**src/rtl/serial_adder_pkg.sv**
```systemverilog
// serial_adder_pkg: shared types and defaults for the bit-serial adder.
//   sa_state_e : controller state encoding (IDLE, RUN, DONE), 2 bits
//   SA_WIDTH   : default operand/result width
package serial_adder_pkg;

  localparam int SA_WIDTH = 8;

  typedef enum logic [1:0] {
    IDLE = 2'd0,
    RUN  = 2'd1,
    DONE = 2'd2
  } sa_state_e;

endpackage

```
**src/rtl/serial_adder_ctrl_fa.sv**
```systemverilog
// serial_fa_bit: combinational 1-bit full adder slice, no state.
//   a, b, cin : input bits
//   sum, cout : sum bit and carry out
module serial_fa_bit (
  input  logic a,
  input  logic b,
  input  logic cin,
  output logic sum,
  output logic cout
);

  assign sum  = a ^ b ^ cin;
  assign cout = (a & b) | (a & cin) | (b & cin);

endmodule

```
**src/rtl/serial_adder_ctrl.sv**
```systemverilog
// serial_adder_ctrl: bit-serial adder controller. Sequences one serial_fa_bit
// slice over WIDTH cycles, LSB first, to compute {cout,sum} = a + b + cin.
//   clk, rst_n      : clock (rising edge), async active-low reset
//   start           : request, sampled only while ready
//   a, b, cin       : operands, captured on the accepted start
//   sub             : (SERIAL_ADDER_SUB_EN only) subtract a - b; cin ignored
//   ready/busy/done : IDLE / RUN / one-cycle completion pulse
//   sum, cout       : registered result, held until the next completion
// Optional feature macro: SERIAL_ADDER_SUB_EN adds the sub port.
module serial_adder_ctrl
  import serial_adder_pkg::*;
#(
  parameter int WIDTH = SA_WIDTH
) (
  input  logic             clk,
  input  logic             rst_n,
  input  logic             start,
  input  logic [WIDTH-1:0] a,
  input  logic [WIDTH-1:0] b,
  input  logic             cin,
`ifdef SERIAL_ADDER_SUB_EN
  input  logic             sub,
`endif
  output logic             ready,
  output logic             busy,
  output logic             done,
  output logic [WIDTH-1:0] sum,
  output logic             cout
);

  localparam int CNT_W = $clog2(WIDTH);

  sa_state_e        state_q, state_d;
  logic [WIDTH-1:0] a_sh_q, a_sh_d;
  logic [WIDTH-1:0] b_sh_q, b_sh_d;
  logic [WIDTH-1:0] res_q, res_d;
  logic             carry_q, carry_d;
  logic [CNT_W-1:0] cnt_q, cnt_d;
  logic [WIDTH-1:0] sum_q, sum_d;
  logic             cout_q, cout_d;

  logic             fa_sum, fa_cout;
  logic [WIDTH-1:0] b_cap;
  logic             c_cap;

  // Subtract is a + ~b + 1: invert b and force the initial carry.
`ifdef SERIAL_ADDER_SUB_EN
  assign b_cap = sub ? ~b : b;
  assign c_cap = sub ? 1'b1 : cin;
`else
  assign b_cap = b;
  assign c_cap = cin;
`endif

  serial_fa_bit u_fa (
    .a    (a_sh_q[0]),
    .b    (b_sh_q[0]),
    .cin  (carry_q),
    .sum  (fa_sum),
    .cout (fa_cout)
  );

  always_ff @(posedge clk or negedge rst_n) begin
    if (!rst_n) begin
      state_q <= IDLE;
      a_sh_q  <= '0;
      b_sh_q  <= '0;
      res_q   <= '0;
      carry_q <= 1'b0;
      cnt_q   <= '0;
      sum_q   <= '0;
      cout_q  <= 1'b0;
    end else begin
      state_q <= state_d;
      a_sh_q  <= a_sh_d;
      b_sh_q  <= b_sh_d;
      res_q   <= res_d;
      carry_q <= carry_d;
      cnt_q   <= cnt_d;
      sum_q   <= sum_d;
      cout_q  <= cout_d;
    end
  end

  always_comb begin
    state_d = state_q;
    a_sh_d  = a_sh_q;
    b_sh_d  = b_sh_q;
    res_d   = res_q;
    carry_d = carry_q;
    cnt_d   = cnt_q;
    sum_d   = sum_q;
    cout_d  = cout_q;
    ready   = 1'b0;
    busy    = 1'b0;
    done    = 1'b0;
    unique case (state_q)
      IDLE: begin
        ready = 1'b1;
        if (start) begin
          a_sh_d  = a;
          b_sh_d  = b_cap;
          carry_d = c_cap;
          cnt_d   = '0;
          state_d = RUN;
        end
      end
      RUN: begin
        busy    = 1'b1;
        res_d   = {fa_sum, res_q[WIDTH-1:1]};
        carry_d = fa_cout;
        a_sh_d  = a_sh_q >> 1;
        b_sh_d  = b_sh_q >> 1;
        cnt_d   = cnt_q + CNT_W'(1);
        // Publish on the last bit only, so partial results never reach sum.
        if (cnt_q == CNT_W'(WIDTH - 1)) begin
          sum_d   = {fa_sum, res_q[WIDTH-1:1]};
          cout_d  = fa_cout;
          state_d = DONE;
        end
      end
      DONE: begin
        done    = 1'b1;
        state_d = IDLE;
      end
      default: state_d = IDLE;
    endcase
  end

  assign sum  = sum_q;
  assign cout = cout_q;

endmodule

```
**config.mk**
```make
export PLATFORM = sky130hd
export DESIGN_NAME = serial_adder_ctrl
export DESIGN_NICKNAME = d
export VERILOG_FILES = /design/src/rtl/serial_adder_pkg.sv /design/src/rtl/serial_adder_ctrl_fa.sv /design/src/rtl/serial_adder_ctrl.sv
export SDC_FILE = /design/constraint.sdc
export NUM_CORES = 1
export LEC_CHECK = 0
export CAP_MARGIN = 15
export CORE_MARGIN = 4
export CORE_UTILIZATION = 44
export CTS_CLUSTER_SIZE = 8
export DETAILED_ROUTE_END_ITERATION = 12
export PLACE_DENSITY = 0.72
export SYNTH_ARGS = -nofsm -noshare
export SYNTH_HDL_FRONTEND = slang
export SYNTH_SLANG_ARGS = --single-unit
```
**constraint.sdc**
```tcl
create_clock -name clk -period 1.4 [get_ports clk]
set_input_delay 0.28 -clock clk [delete_from_list [all_inputs] [get_ports clk]]
set_output_delay 0.28 -clock clk [all_outputs]
set_load 0.1 [all_outputs]
```
==> impl_metrics.yaml, run 1 <==
route:
  vias_per_cell: 5.54
  total_number_of_vias: 1396
  initialDrtViolationCount: 62
  postRouteWirelength_um: 3730
  drc: 0
  drtPass1Iterations: 4
  post_drt_wl_per_cell_um: 14.8
  detail-route-antenna-nets: 0
setup_path:
  max_stage_delay_ns: 0.44
  crit_fanout: 4
  worst_path_dominant_cell_family: "flip-flops"
  cpMaxStageDelayCell: "sky130_fd_sc_hd__dfrtp_2"
  critical_path.endpoint_type: "primary output"
  critPathBufInv: 2
  start_kind: "register"
  regToRegStartpoint: "state_q[0]$_DFFE_PN0P_"
  crit_type: "reg -> out"
  timing.critical_path.from: "state_q[1]$_DFFE_PN0P_"
  timing.critical_path.cells: "buf_6 -> nor2_4 -> buf_12"
  arrival_ns: 1.15
  critical_path_required_ns: 1.12
cells_and_area:
  fillers: 307
  n_antenna_cell: 0
  utilization: 0.658
  flow.area_growth_from_synthesis_pct: 41.2
  layout.area.seq_um2: 953
  multiInputGateArea_um2: 744
  final_design_area_no_fill_um2: 2460
  design.final.nets: 227
  fraction_of_final_layout_cells_with_drive_strength_greater_than_1: 0.279
floorplan:
  placementRows: 22
  die_height_um: 71.0
  dieWidth_um: 71.0
  dieArea_um2: 5040
  core-area_um2: 3740
  ioPinCount: 32
  initial_utilization: 0.466
global_route:
  first_global_vias: 1404
  pin_count_of_the_biggest_net_entering_global_routing: 39
  grt_use_total: 0.159
  global_route.overflow_total: 0
  grt_pass1_wl_um: 6390
  antenna_found_initial: 0
timing:
  drv_slew: 0
  tightestPinTransition_ns: 0.257
  layout_min_cycle_time_ns: 1.43
  maxSlewHeadroom: 0.828
  setup_viol: 3
  final.setup_skew_ns: 0.00778
  max_freq_mhz: 697
  rsz0062_at_grt: "yes"
  min_period_over_period: 1.02
  hold_violations: 0
  post-route-worst-setup-slack_ns: -0.0348
yosys:
  synthesis.instances: 159
  mappedNetlistNets: 182
  synth_common_cells: "38 x sky130_fd_sc_hd__dfrtp_1, 24 x sky130_fd_sc_hd__nand2_1, 18 x sky130_fd_sc_hd__nor3_1"
  netlist.top_cell.by_area: "sky130_fd_sc_hd__dfrtp_1"
  ys_async_sr_fraction: 1.00
  synth-seq-cells: 38
  synth_warnings: 0
  yosysSeqAreaShare: 0.545
  proportion_of_netlist_area_held_by_the_largest_area_contributor: 0.545
  yosysMostFrequentCell: "sky130_fd_sc_hd__dfrtp_1"
  synth-edff-count: 0
  syn-cell-area_um2: 1740
  synth.lib_cells_used.distinct: 24
  synth_ff_type: "sky130_fd_sc_hd__dfrtp_1"
  synthTopCellsByArea: "sky130_fd_sc_hd__dfrtp_1 55%, sky130_fd_sc_hd__mux2_4 7.7%, sky130_fd_sc_hd__o22ai_1 5.4%"
  post_synth.cell_area_avg_um2: 11.0
worst_hold_path:
  worst_hold_path_type: "in -> async"
clock_tree:
  tritoncts_clock_tree: "done"
  cts_hold_buf: 0
  cts.root.buffer_cell: "sky130_fd_sc_hd__clkbuf_8"
  cts_num_sinks: 38
  htreeDepth: 2
  worstSkewPairLatency_ns: 0.29
  clock_tree_buffer_depth: 2
  clk_pin_slew_ns: 0.07
  num_cts_buffers: 5
place:
  placement.io_buffers: 31
  detailedPlacementHpwl_um: 2540
  detailedPlace.worstSlack_ns: -0.148
  dp_area_um2: 2280
  replace_congestion: 0.807
status:
  failed_checks: "setup timing"
  run_status: "finished with violations"
pwr:
  p_leak_uw: 0.00109
  vdd_drop_max_uv: 838
  p_per_area_nw_per_um2: 2570
run:
  max-cap-violations: 0
==> metal layers <==
metal	track usage	part of all wire	vias up
met5	0	0	-
met4	0.0501	0.014	0
met3	0.0611	0.080	7
met2	0.254	0.48	62
met1	0.198	0.42	666
li1	-	-	661
==> final timing paths <==
path                                               end  slack, ns  cells after the start
worst max-delay path                             ready      -0.03                      3
worst min-delay path                sum[3]$_DFFE_PN0P_       0.37                      2
worst max register to register      sum[2]$_DFFE_PN0P_       0.05                      6
worst min register to register    res_q[1]$_DFFE_PN0P_       0.48                      2
max in group asynchronous       state_q[0]$_DFFE_PN0P_       0.83                      2
min in group clk                  res_q[1]$_DFFE_PN0P_       0.48                      2
==> flip-flops by register name, indices dropped and copies added (netlist names) <==
register and cells:
cout 1, state_q 2, carry_q 1, a_sh_q 8, cnt_q 3, sum 8
res_q 7, b_sh_q 8
==> power breakdown <==
group / switching, uW / internal [uW]
registers: 450 / 1610
logic: 2050 / 1520
clock network: 354 / 341
==> area by class of cell <==
| type | instances | share of cell area |
|---|---|---|
| Timing Repair Buffer | 49 | 0.244 |
| Clock buffer | 6 | 0.0295 |
| Tap cell | 48 | 0.0244 |
| Sequential cell | 38 | 0.387 |
| Inverter | 4 | 0.00965 |
| Multi-Input combinational cell | 106 | 0.302 |
| Clock inverter | 1 | 0.00305 |
==> worst register-to-register path, stage by stage (launching register included) <==
cell,delay [ns]
sky130_fd_sc_hd__dfrtp_2,0.44
sky130_fd_sc_hd__buf_6,0.13
sky130_fd_sc_hd__nand2b_4,0.09
sky130_fd_sc_hd__inv_8,0.04
sky130_fd_sc_hd__buf_6,0.14
sky130_fd_sc_hd__nand2_8,0.10
sky130_fd_sc_hd__mux2_4,0.30
==> logic make-up (layout without fill, tap and decap cells) <==
group | after synthesis | after routing | synth area share
AOI/OAI and AO/OA | 32 | 32 | 0.126
adders and majority gates | 3 | 3 | 0.0258
buffers and inverters | 16 | 60 | 0.0581
DFF | 38 | 38 | 0.545
muxes | 10 | 10 | 0.0832
and+or+nand+nor | 60 | 61 | 0.161
==> stage by stage <==
| stage | total power, uW | hold slack, ns | TNS [ns] | instances |
|---|---|---|---|---|
| 2_1_floorplan | 4360 | -0.0156 | -0.105 | 159 |
| 3_3_place_gp | 5320 | 0.461 | -0.353 | 237 |
| 3_5_place_dp | 5440 | 0.474 | -1.04 | 237 |
| 4_1_cts | 6320 | 0.372 | -0.160 | 252 |
| 5_1_grt | 6700 | 0.389 | -0.214 | 252 |
| 6_report | 6320 | 0.374 | -0.0760 | 252 |
==> repair_timing <==
item | in CTS | in global routing
cloned | 1 | 0
endpoints found under the setup margin | 12 | 14
resized for setup | 4 | 6
pin swaps | 2 | 2
buffers inserted | 7 | 0
==> placed cells by master, fill, tap and decap left out, types with 3 or more instances in the layout <==
cell                              netlist  layout
sky130_fd_sc_hd__buf_12                 0      14
sky130_fd_sc_hd__buf_4                  3      13
sky130_fd_sc_hd__buf_6                  2       3
sky130_fd_sc_hd__clkbuf_8               0       5
sky130_fd_sc_hd__clkdlybuf4s50_1        0      19
sky130_fd_sc_hd__dfrtp_1               38      36
sky130_fd_sc_hd__mux2_4                 9       9
sky130_fd_sc_hd__nand2_1               24      24
sky130_fd_sc_hd__nor2_1                13      11
sky130_fd_sc_hd__nor3_1                18      18
sky130_fd_sc_hd__o21ai_0                6       6
sky130_fd_sc_hd__o22ai_1               15      15
sky130_fd_sc_hd__o32ai_1                9       9
(Power assumes the default switching activity.)
==> inputs of run 2 (changes only) <==
CAP_MARGIN = unset   (was 15)
CORE_MARGIN = unset   (was 4)
==> run 2 against run 1 <==
- the run still ends with setup timing left
- combinational power is 2% higher
- sequential power about the same
- core utilization up 1.8 points
- global-route usage grew 4.0 points
- hold slack got worse by 0.0027 ns
- clock power grew 4.7%
- first-iteration DRC count decreased by 16%
- final area grew 2.7%
- register-to-register slack worse by 0.03 ns
- critical path depth increased by 1
- power rose by 2.2%
- critical path type unchanged
- largest cell class unchanged
- largest power group unchanged
==> impl_metrics.yaml, run 2 (synthesis gave the netlist of run 1 again) <==
place:
  placed_cell_count: 239
  detailedPlace.worstSlack_ns: -0.147
  placement.io_buffers: 31
  detailedPlacementHpwl_um: 2510
  replace_congestion: 0.827
route:
  post_drt_wl_per_cell_um: 15.3
  initialDrtViolationCount: 52
  vias_per_cell: 5.70
  postRouteWirelength_um: 3870
  drtPass1Iterations: 4
  detail-route-antenna-nets: 0
  drc: 0
  total_number_of_vias: 1441
clock_tree:
  num_cts_buffers: 5
  tritoncts_clock_tree: "done"
  cts.root.buffer_cell: "sky130_fd_sc_hd__clkbuf_8"
  clock_tree_buffer_depth: 2
  clk_pin_slew_ns: 0.07
  cts_num_sinks: 38
  htreeDepth: 2
  worstSkewPairLatency_ns: 0.28
cells_and_area:
  flow.area_growth_from_synthesis_pct: 45.1
  final_common_cell: "sky130_fd_sc_hd__dfrtp_1"
  finalNonFillerCells: 253
  most_used_cells_in_the_layout_excluding_fill_and_tap_cells: "36 x sky130_fd_sc_hd__dfrtp_1, 24 x sky130_fd_sc_hd__nand2_1, 19 x sky130_fd_sc_hd__clkdlybuf4s50_1"
  n_antenna_cell: 0
  fraction_of_final_layout_cells_with_drive_strength_greater_than_1: 0.322
  design.final.nets: 229
status:
  run_status: "finished with violations"
  failed_checks: "setup timing"
global_route:
  grt_pass1_wl_um: 6300
  first_global_vias: 1387
  pin_count_of_the_biggest_net_entering_global_routing: 39
  grt_use_total: 0.199
  antenna_found_initial: 0
  global_route.overflow_total: 0
setup_path:
  r2r_setup_slack_ns: 0.02
  arrival_ns: 1.17
  critical_path.endpoint_type: "primary output"
  critical_path_required_ns: 1.12
  crit_type: "reg -> out"
  regToRegStartpoint: "state_q[0]$_DFFE_PN0P_"
  start_kind: "register"
  rr_worst_depth: 6
  crit_fanout: 5
  rr_endpoint: "sum[4]$_DFFE_PN0P_"
timing:
  final.setup_skew_ns: 0.00690
  drv_slew: 0
  fin_tns_setup_ns: -0.139
  setup_viol: 3
  layout_min_cycle_time_ns: 1.45
  maxSlewHeadroom: 0.820
  min_period_over_period: 1.04
  max_freq_mhz: 689
  finalHoldWorstSlack_ns: 0.371
  rsz0062_at_grt: "yes"
  tightestPinTransition_ns: 0.267
  post-route-worst-setup-slack_ns: -0.0518
  hold_violations: 0
pwr:
  p_leak_uw: 0.00112
  vdd_drop_max_uv: 945
  p_per_area_nw_per_um2: 2550
floorplan:
  dieWidth_um: 65.0
  ioPinCount: 32
  core-area_um2: 3740
  initial_utilization: 0.466
  dieArea_um2: 4220
  die_height_um: 65.0
  placementRows: 22
worst_hold_path:
  worst_hold_path_type: "in -> async"
run:
  max-cap-violations: 0
[run 2: cell count changes in the layout (fill, tap and decap cells not counted), sizes merged]
cell,change
buf,+2
clkinvlp,-1
[run 2: timing repair]
action / CTS / global route
pin swaps: 1 / 2
hold buffers: 0 / 0
resized for setup: 7 / 12
setup endpoints to repair: 12 / 20
cloned: 1 / 0
buffers inserted: 7 / 0
[run 2: stage by stage]
stage / util / total power, uW / area, um^2
2_1_floorplan: - / 4360 / 1780
3_3_place_gp: 0.610 / 5310 / 2280
3_5_place_dp: 0.610 / 5440 / 2280
4_1_cts: 0.655 / 6360 / 2450
5_1_grt: 0.676 / 6810 / 2530
6_report: 0.676 / 6460 / 2530
[run 2: per-layer routing]
layer	vias up	global-route usage	part of all wire
met3	7	0.0581	0.050
li1	660	-	-
met5	-	0	0
met2	44	0.344	0.52
met1	730	0.233	0.42
met4	0	0.0667	0.014
[run 2: worst max-delay path, cell delays in order, from the launching register on]
cell and delay (ns):
sky130_fd_sc_hd__dfrtp_2 0.45, sky130_fd_sc_hd__buf_4 0.16, sky130_fd_sc_hd__nand2b_4 0.09, sky130_fd_sc_hd__inv_8 0.04
sky130_fd_sc_hd__buf_12 0.15
[run 2: worst max-delay path by stage]
| stage | startpoint | endpoint | slack, ns | cells after the start |
|---|---|---|---|---|
| after floorplan | state_q[1]$_DFFE_PN0P_ | done | -0.08 | 4 |
| after global placement | start | cnt_q[1]$_DFFE_PN0P_ | -0.07 | 4 |
| after detailed placement | start | cnt_q[2]$_DFFE_PN0P_ | -0.15 | 4 |
| after global routing | state_q[0]$_DFFE_PN0P_ | done | -0.08 | 3 |
| after CTS | state_q[0]$_DFFE_PN0P_ | done | -0.05 | 3 |
| final | state_q[0]$_DFFE_PN0P_ | busy | -0.05 | 4 |
[run 2: area by class of cell]
type                       count  area [um^2]
tap                           48         60.1
inverter                       4         23.8
timing repair buffer          51          612
fill                         288         1210
sequential                    38          953
clock buffer                   6         82.6
multi-input combinational    106          800
[run 2: power breakdown]
group	internal, uW	switching (uW)	total (uW)
registers	1610	478	2090
logic	1560	2080	3640
clock network	379	349	728
total	3560	2900	6460
